File: config.mk
export PLATFORM = sky130hd
export DESIGN_NAME = xcore_wb_ctrl
export DESIGN_NICKNAME = d
export VERILOG_FILES = /design/src/rtl/xcore_wb_ctrl.sv
export SDC_FILE = /design/constraint.sdc
export NUM_CORES = 1
export LEC_CHECK = 0
export ABC_CLOCK_PERIOD_IN_PS = 6600
export BUFFER_PORTS_ARGS = -buffer_cell sky130_fd_sc_hd__clkbuf_2
export CAP_MARGIN = 40
export CORE_ASPECT_RATIO = 1.1
export CORE_MARGIN = 5
export CORE_UTILIZATION = 56
export DETAILED_ROUTE_END_ITERATION = 8
export PLACE_DENSITY = 0.87
export SYNTH_ARGS = -nofsm -noshare
export SYNTH_HDL_FRONTEND = slang
export SYNTH_SLANG_ARGS = --single-unit
File: constraint.sdc
create_clock -name i_sys_clk -period 6.6 [get_ports i_sys_clk]
set_input_delay 0.33 -clock i_sys_clk [delete_from_list [all_inputs] [get_ports i_sys_clk]]
set_output_delay 0.33 -clock i_sys_clk [all_outputs]
set_load 0.005 [all_outputs]
File: src/rtl/xcore_wb_ctrl.sv
// Writeback stage behind commit: buffers GPR writebacks in a small FIFO that drains to the single
// regfile write port (debug writes win the port), holds one CSR write, and forwards pending GPR data.
module xcore_wb_ctrl #(
  parameter int XLEN  = 32,
  parameter int DEPTH = 2
) (
  input  logic            i_sys_clk,
  input  logic            i_sys_rst_n,
  input  logic            i_cmt_wrbk_req,
  input  logic [4:0]      i_cmt_wrbk_addr,
  input  logic [XLEN-1:0] i_cmt_wrbk_data,
  input  logic            i_cmt_wcsr_req,
  input  logic [11:0]     i_cmt_wcsr_addr,
  input  logic [XLEN-1:0] i_cmt_wcsr_data,
  input  logic            i_dbg_wr_req,
  input  logic [4:0]      i_dbg_wr_addr,
  input  logic [XLEN-1:0] i_dbg_wr_data,
  input  logic            i_csr_wr_rdy,
  input  logic [4:0]      i_rs1_addr,
  input  logic [4:0]      i_rs2_addr,
  output logic            o_wb_stall,
  output logic            o_rf_wr_en,
  output logic [4:0]      o_rf_wr_addr,
  output logic [XLEN-1:0] o_rf_wr_data,
  output logic            o_csr_wr_en,
  output logic [11:0]     o_csr_wr_addr,
  output logic [XLEN-1:0] o_csr_wr_data,
  output logic            o_rs1_fwd_vld,
  output logic [XLEN-1:0] o_rs1_fwd_data,
  output logic            o_rs2_fwd_vld,
  output logic [XLEN-1:0] o_rs2_fwd_data,
  output logic            o_wb_ovf
);

  localparam int PW = (DEPTH > 1) ? $clog2(DEPTH) : 1;
  localparam int CW = $clog2(DEPTH + 1);

  typedef enum logic {CSR_FREE, CSR_BUSY} csr_state_e;

  logic [4:0]      fifo_addr [DEPTH];
  logic [XLEN-1:0] fifo_data [DEPTH];
  logic [PW-1:0]   wr_ptr, rd_ptr;
  logic [CW-1:0]   count, count_next;
  logic            push_req, push, pop, full;

  csr_state_e      csr_state, csr_state_next;
  logic            csr_load;
  logic [11:0]     csr_addr_q;
  logic [XLEN-1:0] csr_data_q;

  function automatic logic [PW-1:0] ptr_inc(input logic [PW-1:0] p);
    return (p == PW'(DEPTH - 1)) ? '0 : p + 1'b1;
  endfunction

  // x0 writes never enter the FIFO; a full FIFO still accepts when the head leaves this cycle.
  assign push_req   = i_cmt_wrbk_req & (i_cmt_wrbk_addr != 5'd0);
  assign pop        = (count != '0) & ~i_dbg_wr_req;
  assign full       = (count == CW'(DEPTH));
  assign push       = push_req & (~full | pop);
  assign count_next = count + CW'(push) - CW'(pop);

  // NOTE: FIFO storage has no reset; count and pointers alone define which entries are valid.
  always_ff @(posedge i_sys_clk) begin
    if (push) begin
      fifo_addr[wr_ptr] <= i_cmt_wrbk_addr;
      fifo_data[wr_ptr] <= i_cmt_wrbk_data;
    end
  end

  always_ff @(posedge i_sys_clk or negedge i_sys_rst_n) begin
    if (!i_sys_rst_n) begin
      wr_ptr     <= '0;
      rd_ptr     <= '0;
      count      <= '0;
      o_wb_ovf   <= 1'b0;
      o_wb_stall <= 1'b0;
    end else begin
      if (push) wr_ptr <= ptr_inc(wr_ptr);
      if (pop)  rd_ptr <= ptr_inc(rd_ptr);
      count <= count_next;
      if (push_req & full & ~pop) o_wb_ovf <= 1'b1;
      // Leaves one free slot for the single request commit may still issue under stall.
      o_wb_stall <= (count_next >= CW'(DEPTH - 1)) | (csr_state_next == CSR_BUSY);
    end
  end

  always_comb begin
    o_rf_wr_en   = 1'b0;
    o_rf_wr_addr = '0;
    o_rf_wr_data = '0;
    if (i_dbg_wr_req) begin
      if (i_dbg_wr_addr != 5'd0) begin
        o_rf_wr_en   = 1'b1;
        o_rf_wr_addr = i_dbg_wr_addr;
        o_rf_wr_data = i_dbg_wr_data;
      end
    end else if (count != '0) begin
      o_rf_wr_en   = 1'b1;
      o_rf_wr_addr = fifo_addr[rd_ptr];
      o_rf_wr_data = fifo_data[rd_ptr];
    end
  end

  // Walks valid entries oldest to youngest so the youngest match overrides.
  function automatic logic [XLEN:0] fwd_lookup(input logic [4:0] rs);
    logic [XLEN:0] res;
    logic [PW:0]   idx;
    res = '0;
    for (int i = 0; i < DEPTH; i++) begin
      idx = {1'b0, rd_ptr} + (PW+1)'(i);
      if (idx >= (PW+1)'(DEPTH)) idx = idx - (PW+1)'(DEPTH);
      if ((CW'(i) < count) && (rs != 5'd0) && (fifo_addr[idx[PW-1:0]] == rs))
        res = {1'b1, fifo_data[idx[PW-1:0]]};
    end
    return res;
  endfunction

  always_comb begin
    {o_rs1_fwd_vld, o_rs1_fwd_data} = fwd_lookup(i_rs1_addr);
    {o_rs2_fwd_vld, o_rs2_fwd_data} = fwd_lookup(i_rs2_addr);
  end

  // CSR holding register: a request in the release cycle reloads it back-to-back.
  assign csr_load = i_cmt_wcsr_req & ((csr_state == CSR_FREE) | i_csr_wr_rdy);

  always_ff @(posedge i_sys_clk or negedge i_sys_rst_n) begin
    if (!i_sys_rst_n) begin
      csr_state  <= CSR_FREE;
      csr_addr_q <= '0;
      csr_data_q <= '0;
    end else begin
      csr_state <= csr_state_next;
      if (csr_load) begin
        csr_addr_q <= i_cmt_wcsr_addr;
        csr_data_q <= i_cmt_wcsr_data;
      end
    end
  end

  always_comb begin
    csr_state_next = csr_state;
    case (csr_state)
      CSR_FREE: if (csr_load) csr_state_next = CSR_BUSY;
      CSR_BUSY: if (i_csr_wr_rdy && !csr_load) csr_state_next = CSR_FREE;
      default:  csr_state_next = CSR_FREE;
    endcase
  end

  always_comb begin
    o_csr_wr_en   = (csr_state == CSR_BUSY);
    o_csr_wr_addr = o_csr_wr_en ? csr_addr_q : '0;
    o_csr_wr_data = o_csr_wr_en ? csr_data_q : '0;
  end

endmodule
== Yosys cells after proc, flatten, opt, wreduce, memory -nomap -nowiden ==
Memories as Yosys holds them, arrays and structs flattened.
Cells that the tools add are included.

* Flip-flop bits (word level): 51
* Latch bits: 0
* Memory bits (writable): 74
* Bits in read-only memories: 0
* Output and inout bits: 151
* Memories kept: 2

{| class="wikitable"
|+ Memory list
! memory !! words !! bits a word !! read ports !! clocked after memory_dff !! write ports !! line !! text
|-
| fifo_data || 2 || 32 || 3 || 0 || 1 || 41 || <nowiki>logic [XLEN-1:0] fifo_data [DEPTH];</nowiki>
|-
| fifo_addr || 2 || 5 || 3 || 0 || 1 || 40 || <nowiki>logic [4:0] fifo_addr [DEPTH];</nowiki>
|}

* Add/sub/neg operators: 7
* Multipliers: 0
* Divide/modulo/power cells: 0
* Magnitude comparators: 5
* Equal/unequal tests: 5
* Shift-type cells: 0
* Multiplexer cells: 24
* Bitwise gates (word level): 13
* Reduce and logical (&&, ||, !) cells: 15

{| class="wikitable"
|+ Operators with widths
! operator !! number
|-
| two-way mux 33 bit || 4
|-
| two-way mux 32 bit || 4
|-
| == test 5 bit || 4
|-
| nonzero test 5 bit || 4
|-
| two-way mux 5 bit || 3
|-
| two-way mux 12 bit || 1
|-
| two-way mux 1 bit || 11
|-
| logical AND 1 bit || 9
|-
| AND 1 bit || 6
|-
| less-than comparator 1 x 2 -> 1 bit, first input constant || 2
|-
| NOT 1 bit || 4
|-
| bitwise OR 1 bit || 3
|-
| adder 1 bit, second input constant || 2
|-
| adder 1 x 1 -> 2 bit, second input constant || 1
|-
| adder 2 x 1 -> 2 bit || 1
|-
| == test 2 bit, second input constant || 1
|-
| greater-or-equal comparator 1 x 2 -> 1 bit, second input constant || 1
|-
| greater-or-equal comparator 2 x 1 -> 1 bit, second input constant || 1
|-
| greater-or-equal comparator 2 bit, second input constant || 1
|-
| case mux 1 bit (2 select lines) || 1
|-
| nonzero test 2 bit || 1
|-
| subtractor 1 bit, second input constant || 2
|-
| subtractor 2 x 1 -> 2 bit || 1
|-
| zero test 1 bit || 1
|}

== Longest topological paths before layout ==
* Word-level depth: 8
* Gate-level depth with buffers: 10
* Mapped depth without buffers: 9

== Worst setup path after synthesis ==
Ideal clock, no wire load.

* Path kind: input-to-reg
* Start point: input i_dbg_wr_req
* End point: memory fifo_addr[0][0], enable pin
* Library setup time: 431 ps
* Arrival: 2291 ps
* Required time: 6169 ps
* Path slack: 3878 ps
* Stages: 4
* Buffers on the path: 1
* Cell sequence: clkbuf_1 > nand3b_1 > nand2b_1 > nor2_1

* Longest elaborated chain between the ends: 6

{| class="wikitable"
|+ RTL lines
! what !! line !! text
|-
| from (decl) || 15 || <nowiki>input logic i_dbg_wr_req,</nowiki>
|-
| NOT 1 bit || 57 || <nowiki>assign pop = (count != '0) & ~i_dbg_wr_req;</nowiki>
|-
| AND 1 bit || 57 ||
|-
| bitwise OR 1 bit || 59 || <nowiki>assign push = push_req & (~full | pop);</nowiki>
|-
| AND 1 bit || 59 ||
|-
| two-way mux 1 bit || 64 || <nowiki>if (push) begin</nowiki>
|-
| two-way mux 1 bit (not written as such) || 65 || <nowiki>fifo_addr[wr_ptr] <= i_cmt_wrbk_addr;</nowiki>
|-
| to (decl) || 40 ||
|}

Every way passes these cells.

== Worst setup path after layout ==
* Start point: register rd_ptr
* End point: output o_rs1_fwd_data[9]

* Longest elaborated chain between the ends: 7

{| class="wikitable"
|+ RTL lines
! what !! line !! text
|-
| from (decl) || 42 || <nowiki>logic [PW-1:0] wr_ptr, rd_ptr;</nowiki>
|-
| from (signal assigned) || 79 || <nowiki>if (pop) rd_ptr <= ptr_inc(rd_ptr);</nowiki>
|-
| adder 1 x 1 -> 2 bit (tied with other cells) || 110 || <nowiki>idx = {1'b0, rd_ptr} + (PW+1)'(i);</nowiki>
|-
| greater-or-equal comparator 2 bit (tied with other cells) || 111 || <nowiki>if (idx >= (PW+1)'(DEPTH)) idx = idx - (PW+1)'(DEPTH);</nowiki>
|-
| two-way mux 1 bit or memory read (2 x 5 bit) (tied branches) || n/a ||
|-
| memory read (2 x 5 bit) or == test 5 bit (tied branches) || n/a ||
|-
| == test 5 bit or logical AND 1 bit (tied branches) || 112 || <nowiki>if ((CW'(i) < count) && (rs != 5'd0) && (fifo_addr[idx[PW-1:0]] == rs))</nowiki>
|-
| logical AND 1 bit or two-way mux 33 bit (tied branches) || 112 ||
|-
| two-way mux 33 bit * || 112 ||
|-
| to (decl) || 29 || <nowiki>output logic [XLEN-1:0] o_rs1_fwd_data,</nowiki>
|}

Mark *: on every way between the ends. The rest lies on a longest branch, timed or not.

==> reports/results.ini <==
[status]
status=finished clean

[pwr]
ir_worst_vdd_mv=0.212
powerDensity_nw_per_um2=400
leakagePower_nw=4.48

[sta]
max_slew_margin=0.421
rsz0062_at_grt=false
worst_pin_slew_ps=869
setup_viol=0
timing.fmax_mhz=226
skew_ps=6.44
fin_crit_sh=0.671
tns_ps=0
hold_viol=0
period_minus_slack_ps=4430
slew_violations=0

[floorplanning]
rows=48
start_util=0.566
dieArea_um2=18400
die_h_um=142
ios=285
core-area_um2=15600
die_w_um=130

[synthesis]
synth_area_leaders=edfxtp_1, dfrtp_1, o2111ai_1, o31a_1, mux2_2
synth_flop_cell=edfxtp_1
synthAdderAreaFrac=0.00283
synth_seq_area_share=0.396
synthSimpleGateAreaFrac=0.0864
synth_mux_area_frac=0.104
syn_nets=1032
synth_top_family_by_area=compound AO/OA/AOI/OAI gates
synth-xor-area-share=0.0198
synth_largest_area_cell=edfxtp_1
yosysWarnings=0
synth-seq-cells=125
yosys.area.top_type_share=0.252
synth_compound_area_frac=0.305
synth_area_per_cell_um2=9.86
synth_area_um2=8830
async_flop_share=0.408
syn_inst=896
ys_types=47
synth-edff-count=74

[setup_path]
max_stage_delay_ps=960
reg2reg_to=o_wb_stall
critPathRequiredTime_ps=6270
endpoint_kind=primary output
start_kind=flip-flop
setup.worst_path.start=rd_ptr
path_class=reg2out
rrSetupSlack_ps=3500
r2r_start=count[1]
path_max_fanout=80
crit_end=o_rs1_fwd_data[9]
r2r_cells=9
crit_chain=mux2i_2 > xor2_1 > nand3_4 > buf_4 > o31a_1 > a22oi_1 > clkbuf_2
cp_slowest_cell=dfrtp_4
cp_data_arrival_time_ps=4100

[clocking]
cts_made_buffers=17
postCtsSetupBuffers=0
clock_path_buffers=2
cts_tree=done
cts.htree.levels=4
cts_root_buf=clkbuf_16
cts_resized=0
cts.clk_slew.worst_paths_ps=60
clock_latency_ps=420
postCtsHoldBufs=0
clock-sinks=125

[layout]
final_layout_size_suffix_gt1_frac=0.354
final_nets=1240
final_area_um2=10900
nFillCells=1197
area_delta_synth_final_pct=23.8

[global_routing]
grt_pass1_vias=8379
grt_overflow=0
grt_max_degree=81
grt_util_all_layers=0.302
antenna_found_initial=2
grt_pass1_wl_um=44600

[drt]
first_pass_iters=5
vias=8766
vias_per_cell=6.65
antenna_left=0
wl_per_cell_um=21.4
drt-initial-drc-count=1106
wl_um=28100
drc=0

[placed_design]
dpl_cell_area_um2=10300
portBuffers=284
hpwlAfterDp_um=19100
gp_congestion=0.891

[job]
maxCapViolations=0

[hold_path]
hp-class=in2async

-- layout make-up --
class,instances,area (um^2),area share
multi-input combinational,588,4650,0.425
inverter,68,255,0.0233
clock inverter,12,130,0.0119
clock buffer,20,479,0.0438
antenna,1,2.50,0.000229
timing repair buffer,304,1670,0.153
tap,200,250,0.0229
sequential,125,3500,0.320
-- where the power goes --
part,total [mW],switching [mW],internal [mW]
sequential,1.21,0.206,1.01
clock,0.956,0.354,0.602
combinational,2.21,1.35,0.857
-- state kept, by name, summed over array words and instances (netlist names) --
name / cells
o_wb_stall: 1
rd_ptr: 1
wr_ptr: 1
fifo_data: 64
o_wb_ovf: 1
o_csr_wr_en: 1
csr_data_q: 32
count: 2
csr_addr_q: 12
fifo_addr: 10
-- metal layers --
layer	global-route usage	share of wire	routed length, um
met1	0.376	0.37	10400
met4	0.125	0.037	1040
met2	0.495	0.48	13600
met5	0	0.00060	17
met3	0.0855	0.11	3100
-- cells by family after synthesis --
group	after synthesis
simple gates	142
compound gates	339
buf+inv	183
mux	85
fa+ha+maj	2
xor+xnor	20
flops	125
-- cells in the mapped netlist (8+ instances only) --
cell type,instances
buf_1,8
and2_1,44
o2111ai_1,123
nand2b_1,8
a22oi_1,35
o31a_1,59
edfxtp_1,74
o21ai_0,39
inv_1,67
nand3_1,26
mux2_2,44
dfrtp_1,51
mux2i_1,39
clkbuf_1,64
a32oi_1,26
a31oi_1,37
nand2_1,43
xnor2_1,17
buf_2,39
-- per-stage QoR --
stage                     hold WS [ps]  setup slack [ps]  utilization  power (mW)  instances
after CTS                         33.7              2250        0.700        4.35       1317
after detailed placement           463              2710        0.661        3.39       1285
after floorplan                   34.4              3880            -        2.60        896
after global placement             461              2670        0.652        3.26       1278
final                             9.75              2170        0.700        4.38       1318
after global routing              64.2              2000        0.700        4.62       1318
-- worst min path at each step --
| stage | start | endpoint | cells past startpoint |
|---|---|---|---|
| global route | i_sys_rst_n | csr_data_q[16] | 2 |
| floorplan | i_sys_rst_n | count[0] | 0 |
| global placement | o_wb_ovf | o_wb_ovf | 1 |
| detailed placement | o_wb_ovf | o_wb_ovf | 1 |
| CTS | i_sys_rst_n | csr_data_q[22] | 2 |
| finish | i_sys_rst_n | csr_data_q[16] | 2 |
-- critical path: cells and delay by family (launching register included) --
family | cells | cell delay [ps]
compound gates | 2 | 570
xor+xnor | 1 | 310
buf+inv | 2 | 740
flops | 1 | 960
mux | 1 | 350
simple gates | 1 | 660
-- layout by cell type, fill, tap and decap left out, drive strengths merged, types with 4 or more instances in the layout --
master,netlist,final
a211o,4,4
a22oi,35,35
a31oi,37,37
a32oi,26,26
and2,44,44
buf,51,20
clkbuf,64,304
clkinv,0,6
dfrtp,51,51
edfxtp,74,74
inv,68,71
mux2,44,44
mux2i,41,41
nand2,43,43
nand2b,8,8
nand3,26,26
nand3b,5,5
nor3,4,4
o2111ai,123,123
o211ai,5,5
o21ai,39,39
o31a,59,59
or4,4,4
xnor2,17,17
No activity file was read; power rests on OpenSTA's default activity.
